[config.mk]
export PLATFORM = sky130hd
export DESIGN_NAME = branch_resolve_unit
export DESIGN_NICKNAME = d
export VERILOG_FILES = /design/src/rtl/branch_resolve_unit.sv
export SDC_FILE = /design/constraint.sdc
export NUM_CORES = 1
export LEC_CHECK = 0
export CELL_PAD_IN_SITES_DETAIL_PLACEMENT = 1
export CELL_PAD_IN_SITES_GLOBAL_PLACEMENT = 2
export CORE_MARGIN = 10
export CORE_UTILIZATION = 36
export CTS_BUF_LIST = sky130_fd_sc_hd__clkbuf_4
export DETAILED_ROUTE_END_ITERATION = 8
export PLACE_DENSITY_LB_ADDON = 0.08
export SETUP_SLACK_MARGIN = 0.02
export SLEW_MARGIN = 30
export SYNTH_ARGS = -nofsm -noshare
export SYNTH_HDL_FRONTEND = slang
export SYNTH_SLANG_ARGS = --single-unit
export TNS_END_PERCENT = 1
[constraint.sdc]
create_clock -name clk -period 8.5 [get_ports clk]
set_clock_uncertainty 0.15 [all_clocks]
set_input_delay 1.7 -clock clk [delete_from_list [all_inputs] [get_ports clk]]
set_output_delay 1.7 -clock clk [all_outputs]
set_load 0.01 [all_outputs]
[src/rtl/branch_resolve_unit.sv]
// Branch resolution for the execute stage: RV32I/RV64I condition compare, single-entry skid
// output register and a direct-mapped 2-bit counter table. Optional perf counters: BRU_PERF_CNT_EN.
module branch_resolve_unit #(
   parameter int unsigned XLEN        = 32,
   parameter int unsigned PC_W        = 32,
   parameter int unsigned BHT_ENTRIES = 64
) (
   input  logic            clk,
   input  logic            rst_n,
   input  logic [PC_W-1:0] pred_pc,
   output logic            pred_taken,
   input  logic            in_valid,
   output logic            in_ready,
   input  logic            in_branch,
   input  logic [2:0]      in_func3,
   input  logic [XLEN-1:0] in_a,
   input  logic [XLEN-1:0] in_b,
   input  logic [PC_W-1:0] in_pc,
   input  logic            in_pred,
   input  logic            flush,
   output logic            out_valid,
   input  logic            out_ready,
   output logic            out_taken,
   output logic            out_mispredict,
   output logic            out_illegal
`ifdef BRU_PERF_CNT_EN
   ,
   output logic [31:0]     perf_branches,
   output logic [31:0]     perf_mispredicts
`endif
);

   localparam int unsigned IDX_W = $clog2(BHT_ENTRIES);
   localparam int unsigned CNT_W = 2;
   localparam logic [CNT_W-1:0] CNT_WNT = 2'b01;
   localparam logic [CNT_W-1:0] CNT_ST  = 2'b11;
   localparam logic [CNT_W-1:0] CNT_SNT = 2'b00;

   localparam logic [2:0] F3_BEQ  = 3'b000;
   localparam logic [2:0] F3_BNE  = 3'b001;
   localparam logic [2:0] F3_BLT  = 3'b100;
   localparam logic [2:0] F3_BGE  = 3'b101;
   localparam logic [2:0] F3_BLTU = 3'b110;
   localparam logic [2:0] F3_BGEU = 3'b111;

   logic [XLEN:0]      w_diff;
   logic [XLEN-1:0]    w_res;
   logic               w_carry;
   logic               w_ovf;
   logic               w_eq;
   logic               w_lt_s;
   logic               w_lt_u;
   logic               w_cond;
   logic               w_illegal;
   logic               w_taken;
   logic               w_mispredict;
   logic               w_accept;
   logic               w_update;
   logic [IDX_W-1:0]   w_upd_idx;
   logic [IDX_W-1:0]   w_pred_idx;
   logic [CNT_W-1:0]   w_cnt_cur;
   logic [CNT_W-1:0]   w_cnt_nxt;
   logic               w_unused_pc;

   logic [CNT_W-1:0]   r_bht [BHT_ENTRIES];
   logic               r_out_valid;
   logic               r_out_taken;
   logic               r_out_mispredict;
   logic               r_out_illegal;

   // a - b as a + ~b + 1 with one extra bit to capture the carry out
   assign w_diff  = {1'b0, in_a} + {1'b0, ~in_b} + (XLEN+1)'(1);
   assign w_res   = w_diff[XLEN-1:0];
   assign w_carry = w_diff[XLEN];
   assign w_ovf   = (in_a[XLEN-1] ^ in_b[XLEN-1]) & (w_res[XLEN-1] ^ in_a[XLEN-1]);
   assign w_eq    = (w_res == '0);
   assign w_lt_s  = w_res[XLEN-1] ^ w_ovf;
   assign w_lt_u  = ~w_carry;

   always_comb begin
      w_cond = 1'b0;
      case (in_func3)
         F3_BEQ:  w_cond = w_eq;
         F3_BNE:  w_cond = ~w_eq;
         F3_BLT:  w_cond = w_lt_s;
         F3_BGE:  w_cond = ~w_lt_s;
         F3_BLTU: w_cond = w_lt_u;
         F3_BGEU: w_cond = ~w_lt_u;
         default: w_cond = 1'b0;
      endcase
   end

   assign w_illegal    = in_branch & (in_func3[2:1] == 2'b01);
   assign w_taken      = in_branch & ~w_illegal & w_cond;
   assign w_mispredict = in_branch & (w_taken ^ in_pred);

   assign in_ready = ~r_out_valid | out_ready;
   assign w_accept = in_valid & in_ready & ~flush;
   assign w_update = w_accept & in_branch & ~w_illegal;

   assign w_upd_idx  = in_pc[IDX_W+1:2];
   assign w_pred_idx = pred_pc[IDX_W+1:2];
   assign w_unused_pc = ^{in_pc[1:0], pred_pc[1:0], in_pc[PC_W-1:IDX_W+2], pred_pc[PC_W-1:IDX_W+2]};

   assign pred_taken = r_bht[w_pred_idx][CNT_W-1];

   // Saturating counter step for the entry being trained
   always_comb begin
      w_cnt_cur = r_bht[w_upd_idx];
      w_cnt_nxt = w_cnt_cur;
      if (w_taken) begin
         if (w_cnt_cur != CNT_ST) w_cnt_nxt = w_cnt_cur + CNT_W'(1);
      end else begin
         if (w_cnt_cur != CNT_SNT) w_cnt_nxt = w_cnt_cur - CNT_W'(1);
      end
   end

   always_ff @(posedge clk or negedge rst_n) begin
      if (!rst_n) begin
         for (int i = 0; i < int'(BHT_ENTRIES); i++) r_bht[i] <= CNT_WNT;
      end else if (w_update) begin
         r_bht[w_upd_idx] <= w_cnt_nxt;
      end
   end

   // Single-entry output register; flush wins over both hold and a concurrent accept
   always_ff @(posedge clk or negedge rst_n) begin
      if (!rst_n) begin
         r_out_valid      <= 1'b0;
         r_out_taken      <= 1'b0;
         r_out_mispredict <= 1'b0;
         r_out_illegal    <= 1'b0;
      end else if (flush) begin
         r_out_valid      <= 1'b0;
      end else if (w_accept) begin
         r_out_valid      <= 1'b1;
         r_out_taken      <= w_taken;
         r_out_mispredict <= w_mispredict;
         r_out_illegal    <= w_illegal;
      end else if (out_ready) begin
         r_out_valid      <= 1'b0;
      end
   end

   assign out_valid      = r_out_valid;
   assign out_taken      = r_out_taken;
   assign out_mispredict = r_out_mispredict;
   assign out_illegal    = r_out_illegal;

`ifdef BRU_PERF_CNT_EN
   logic        r_out_branch;
   logic        w_handshake;
   logic [31:0] r_perf_branches;
   logic [31:0] r_perf_mispredicts;

   assign w_handshake = r_out_valid & out_ready;

   always_ff @(posedge clk or negedge rst_n) begin
      if (!rst_n) begin
         r_out_branch <= 1'b0;
      end else if (!flush && w_accept) begin
         r_out_branch <= in_branch;
      end
   end

   // Counted on the result handshake; flush does not clear them
   always_ff @(posedge clk or negedge rst_n) begin
      if (!rst_n) begin
         r_perf_branches    <= 32'd0;
         r_perf_mispredicts <= 32'd0;
      end else begin
         if (w_handshake && r_out_branch)     r_perf_branches    <= r_perf_branches + 32'd1;
         if (w_handshake && r_out_mispredict) r_perf_mispredicts <= r_perf_mispredicts + 32'd1;
      end
   end

   assign perf_branches    = r_perf_branches;
   assign perf_mispredicts = r_perf_mispredicts;
`endif

endmodule

Word level (Yosys, flattened, before mapping). Index checks and enable logic that the tools add are counted.

Word-level logic and storage cells: 127. Register bits after elaboration: 132. Input port bits: 138.

Equality and inequality tests: 7. $lt $le $gt $ge: 3. Bitwise gates (word level): 23. Muxes and demuxes: 16. $add $sub $neg: 4. Reduce and logical (&&, ||, !) cells: 6.

Operator list (number): $bwmux 128 (1); $add 32x32->33 (1); $add 33x1->33 const B (1); $logic_not 32->1 (1); $not 32->32 (1); $bmux 2 s6 (2); $mux 2 (8); $ge 7x7->1 const B (2); $not 6->7 (2); $demux 2 s6 (1); $eq 3x3->1 const B (4); $and 1x1->1 (9); $lt 7x1->1 const B (1); $not 1->1 (6); $pmux 1 s6 (1); $xor 1x1->1 (4); $eq 3x1->1 const B (1); $logic_not 3->1 (1); $mux 1 (3); $reduce_bool 3->1 (1); $add 2x1->2 const B (1); $eq 2x1->1 const B (1); $ne 2x2->1 const B (1); $reduce_and 2->1 (1); 4 further kinds (4).

Depth between registers and ports, before layout.
Depth after elaboration: 11. Mapped depth: 23.

Least setup slack after synthesis. No wires, ideal clock.

Path type: input to register. From: input port in_b[7]. To: register r_bht[89] (netlist name). Cell stages on the path: 23. Path slack: 1.772 ns. Arrival: 6.502 ns. Required time: 8.274 ns. Library setup time: 0.076 ns. Path through: inv_1 -> ha_1 -> clkbuf_1 -> nand4_1 -> o221ai_1 -> nor2_1 -> a21oi_1 -> a211oi_1 -> o21ai_0 -> a21o_1 -> a21oi_1 -> fa_1 -> nand4_1 -> a31oi_1 -> nand2_1 -> nor4_1 -> o2111ai_1 -> or4_1 -> or4_4 -> and3_1 -> maj3_2 -> buf_6 -> o21ai_2.

Word-level cells in the longest chain between the ends: 11. Elaborated cells between the ends (all ways): 14. Those cells by class: 2 x add/sub; 3 x mux; 8 x bitwise; 1 x reduce/logical.

RTL lines: start, declared (RTL line 17) `input logic [XLEN-1:0] in_b,`; $not 32->32 (*) (RTL line 72) `assign w_diff = {1'b0, in_a} + {1'b0, ~in_b} + (XLEN+1)'(1);`; $add 32x32->33 (*) (RTL line 72); $add 33x1->33 (*) (RTL line 72); $xor 1x1->1 (RTL line 75) `assign w_ovf = (in_a[XLEN-1] ^ in_b[XLEN-1]) & (w_res[XLEN-1] ^ in_a[XLEN-1]);`; $and 1x1->1 (RTL line 75); $xor 1x1->1 (RTL line 77) `assign w_lt_s = w_res[XLEN-1] ^ w_ovf;`; $not 1->1 (RTL line 86) `F3_BGE: w_cond = ~w_lt_s;`; $pmux 1 s6 (*) (RTL line 82) `case (in_func3)`; $and 1x1->1 (*) (RTL line 94) `assign w_taken = in_branch & ~w_illegal & w_cond;`; $mux 2 (*) (RTL line 111) `if (w_taken) begin`; $bwmux 128 (*) (RTL line 122) `r_bht[w_upd_idx] <= w_cnt_nxt;`; end signal, assigned by index (RTL line 122); end, declared (RTL line 65) `logic [CNT_W-1:0] r_bht [BHT_ENTRIES];`.

Mark *: on every way between the ends. The rest lies on a longest branch, timed or not. A chain may end at the register's enable or synchronous reset.

Worst setup path in the final report.
From: input port in_b[10]. To: register r_bht[109] (netlist name).

Same word-level chain as after synthesis.

==> metrics.yaml <==
synth_cell_type_count: 74
avgSynthCellArea_um2: 8.30
synth_fp_nets: 1274
viasPerCell: 5.75
grt_pass1_wl_um: 51300
cts_sinks: 132
core-area_um2: 25100
post_drt_wl_per_cell_um: 20.9
tns_ns: 0
cp.required_ns: 8.80
top_layer: "met4"
row_count: 58
p_leak_nw: 4.07
start_util_pct: 36.4
arrival_ns: 7.98
port_buffers: 91
synth_edf_count: 0
synth_top_cell_by_area: "dfrtp_1"
synthTopCellsByCount: "169 x nand2_1, 129 x nor2_1, 88 x a21oi_1, 68 x dfrtp_1, 64 x dfstp_2"
root_buffer: "clkbuf_4"
slowest_stage: "o21ai_4"
utilization_pct: 42.9
synthFlopType: "dfrtp_1"
peakVddDrop_uv: 58.2
cts_buffers: 17
grt_max_degree: 61
synth-seq-cells: 132
yosys_warnings: 0
crit_cells: 23
period_share_pct: 90.3
cts_hold_buf: 0
cts_tree: "done"
maxSlewViolCount: 0
powerDensity_nw_per_um2: 131
min_path_type: "reg2reg"
wl_met3_um: 1210
setup_violations: 0
ctsResizeCount: 0
finalCriticalPeriod_ns: 7.68
start_kind: "input port"
drt_first_pass_iters: 5
routabilityCongestion: 0.806
hpwl_um: 23300
antenna_found_initial: 1
rsz0062_at_grt: "false"
area_delta_synth_final_pct: 17.6
grt-ovfl-total: 0
ys_seq_area_share_pct: 37.0
path_cells: "clkdlybuf4s50_1 > inv_1 > ha_1 > nand4_1 > o221ai_1 > nor2_1 > a21oi_1 > a211oi_1 > o21ai_0 > a21o_1 > a21oi_1 > fa_1 > nand4_1 > a31oi_1 > nand2_1 > nor4_1 > o2111ai_1 > or4_1 > o21ai_0 > a31oi_2 > o21ai_4 > buf_12 > o21ai_1"
yosys.cell_count.top_type: "nand2_1"
antenna_left: 0
max-clock-path-buffers: 2
grt_pass1_vias: 9135
drt_iter0_drc: 583
dr_wl_met2_um: 15600
maxCapViolations: 0
die_w_um: 179
tightest_slew_ns: 0.970
synth.area.top_cells: "dfrtp_1 19%, dfstp_2 18%, nand2_1 6.9%, nor2_1 5.3%, mux4_2 5.2%"
num_vias: 8714
max_freq_mhz: 130
clkSlewWorstSetupHoldPaths_ns: 0.10
nets: 1344
drive_gt1_share_pct: 14.8
relSlewSlack_pct: 35.1
cts_htree_levels: 4
drt-total-wl_um: 31700
crit_family: "compound AO/OA/AOI/OAI gates"
hold_depth: 2
drc: 0
clk_latency_ns: 0.58
met1_length_um: 14400
synth_area_um2: 9150
synth_cells: 1102
async_flop_share_pct: 100
synth_top_area_share_pct: 18.6
die-area_um2: 32200
io_pins: 144
finalHoldViolations: 0
critPathKind: "in2reg"
postCtsSetupBuffers: 0
critPathBufInv: 3
timing.critical_path.slowest_cell_delay_ns: 0.63
worstRegToRegCells: 7
crit_path_end_kind: "register"
path_max_fanout: 20
fp.dieH_um: 179
status: "completed"
grtUsageTotal_pct: 19.4
metrics by stage:
| stage | instance area [um^2] | hold WS (ns) | instances | worst slack (ns) | power [mW] |
|---|---|---|---|---|---|
| 3_5_place_dp | 10500 | 0.329 | 1483 | 0.161 | 1.03 |
| 2_1_floorplan | 9150 | 0.309 | 1102 | 1.77 | 0.876 |
| 6_report | 10800 | 0.341 | 1516 | 0.825 | 1.40 |
| 4_1_cts | 10800 | 0.345 | 1515 | 0.734 | 1.42 |
| 3_3_place_gp | 10500 | 0.319 | 1482 | 0.167 | 1.02 |
| 5_1_grt | 10800 | 0.360 | 1516 | 0.407 | 1.49 |
worst paths after layout:
check	startpoint	to	slack [ns]
max	in_b[10]	r_bht[109]	0.82
min	r_bht[104]	r_bht[104]	0.34
max reg2reg	out_valid	r_bht[65]	5.08
min reg2reg	r_bht[104]	r_bht[104]	0.34
max in group asynchronous	rst_n	r_bht[100]	6.05
min in group asynchronous	rst_n	r_bht[39]	0.92
layout make-up:
cell class / count / area [um^2]
Multi-Input combinational cell: 858 / 5380
Sequential cell: 132 / 3380
Fill cell: 3025 / 14300
Timing Repair Buffer: 120 / 1180
Tap cell: 330 / 413
Clock buffer: 20 / 150
Inverter: 43 / 161
Antenna cell: 1 / 2.50
Clock inverter: 12 / 87.6
placed cells by master, fill, tap and decap left out, drive strengths merged, types with 4 or more instances in the layout:
cell           netlist  final
nand2              169    169
mux2i                5      5
buf                 15     30
a21oi               88     88
and4                 4      4
nor3                12     12
and3                12     12
clkdlybuf4s50        0     90
inv                 43     46
nor4                 9      9
dfrtp               68     68
nor3b                7      7
o21a                 8      8
and2                13     13
mux4                21     21
nor2b                8      8
or3                  6      6
o21ai              113    113
nor2               129    129
a22oi               43     43
nand3               21     21
clkbuf              54     20
a211oi               7      7
a2111oi              7      7
xnor2                5      5
nand2b               7      7
dfstp               64     64
o211ai               6      6
clkinv               0      6
a21o                 7      7
a22o                12     12
nand4               17     17
and3b                4      4
a31oi               19     19
a221oi              14     14
ha                  32     32
routing by layer:
metal | up-vias | GRT usage [%]
met5 | - | 0
met4 | 0 | 5.00
met3 | 30 | 2.75
met2 | 217 | 33.2
met1 | 4295 | 25.0
li1 | 4172 | -
worst min-delay path, stage by stage (launching register included):
cell and delay [ns]:
dfstp_2 0.38, nand2_1 0.04, o21ai_0 0.07
power by group:
group	switching, mW	total [mW]	internal (mW)
Clock	0.241	0.391	0.149
Sequential	0.0112	0.670	0.659
Combinational	0.204	0.344	0.140
registers in the layout (all words and copies together), names as in the netlist:
signal and flops:
r_bht 128, out_illegal 1, out_mispredict 1, out_taken 1, out_valid 1
cells by family after synthesis:
logic type	synth area share [%]
XOR/XNOR	0.766
multiplexers	5.96
AO/OA/AOI/OAI	25.2
buffers and inverters	4.69
flip-flops	37.0
AND/OR/NAND/NOR	21.5
adder cells (fa/ha/maj)	4.94
(Power assumes the default switching activity.)
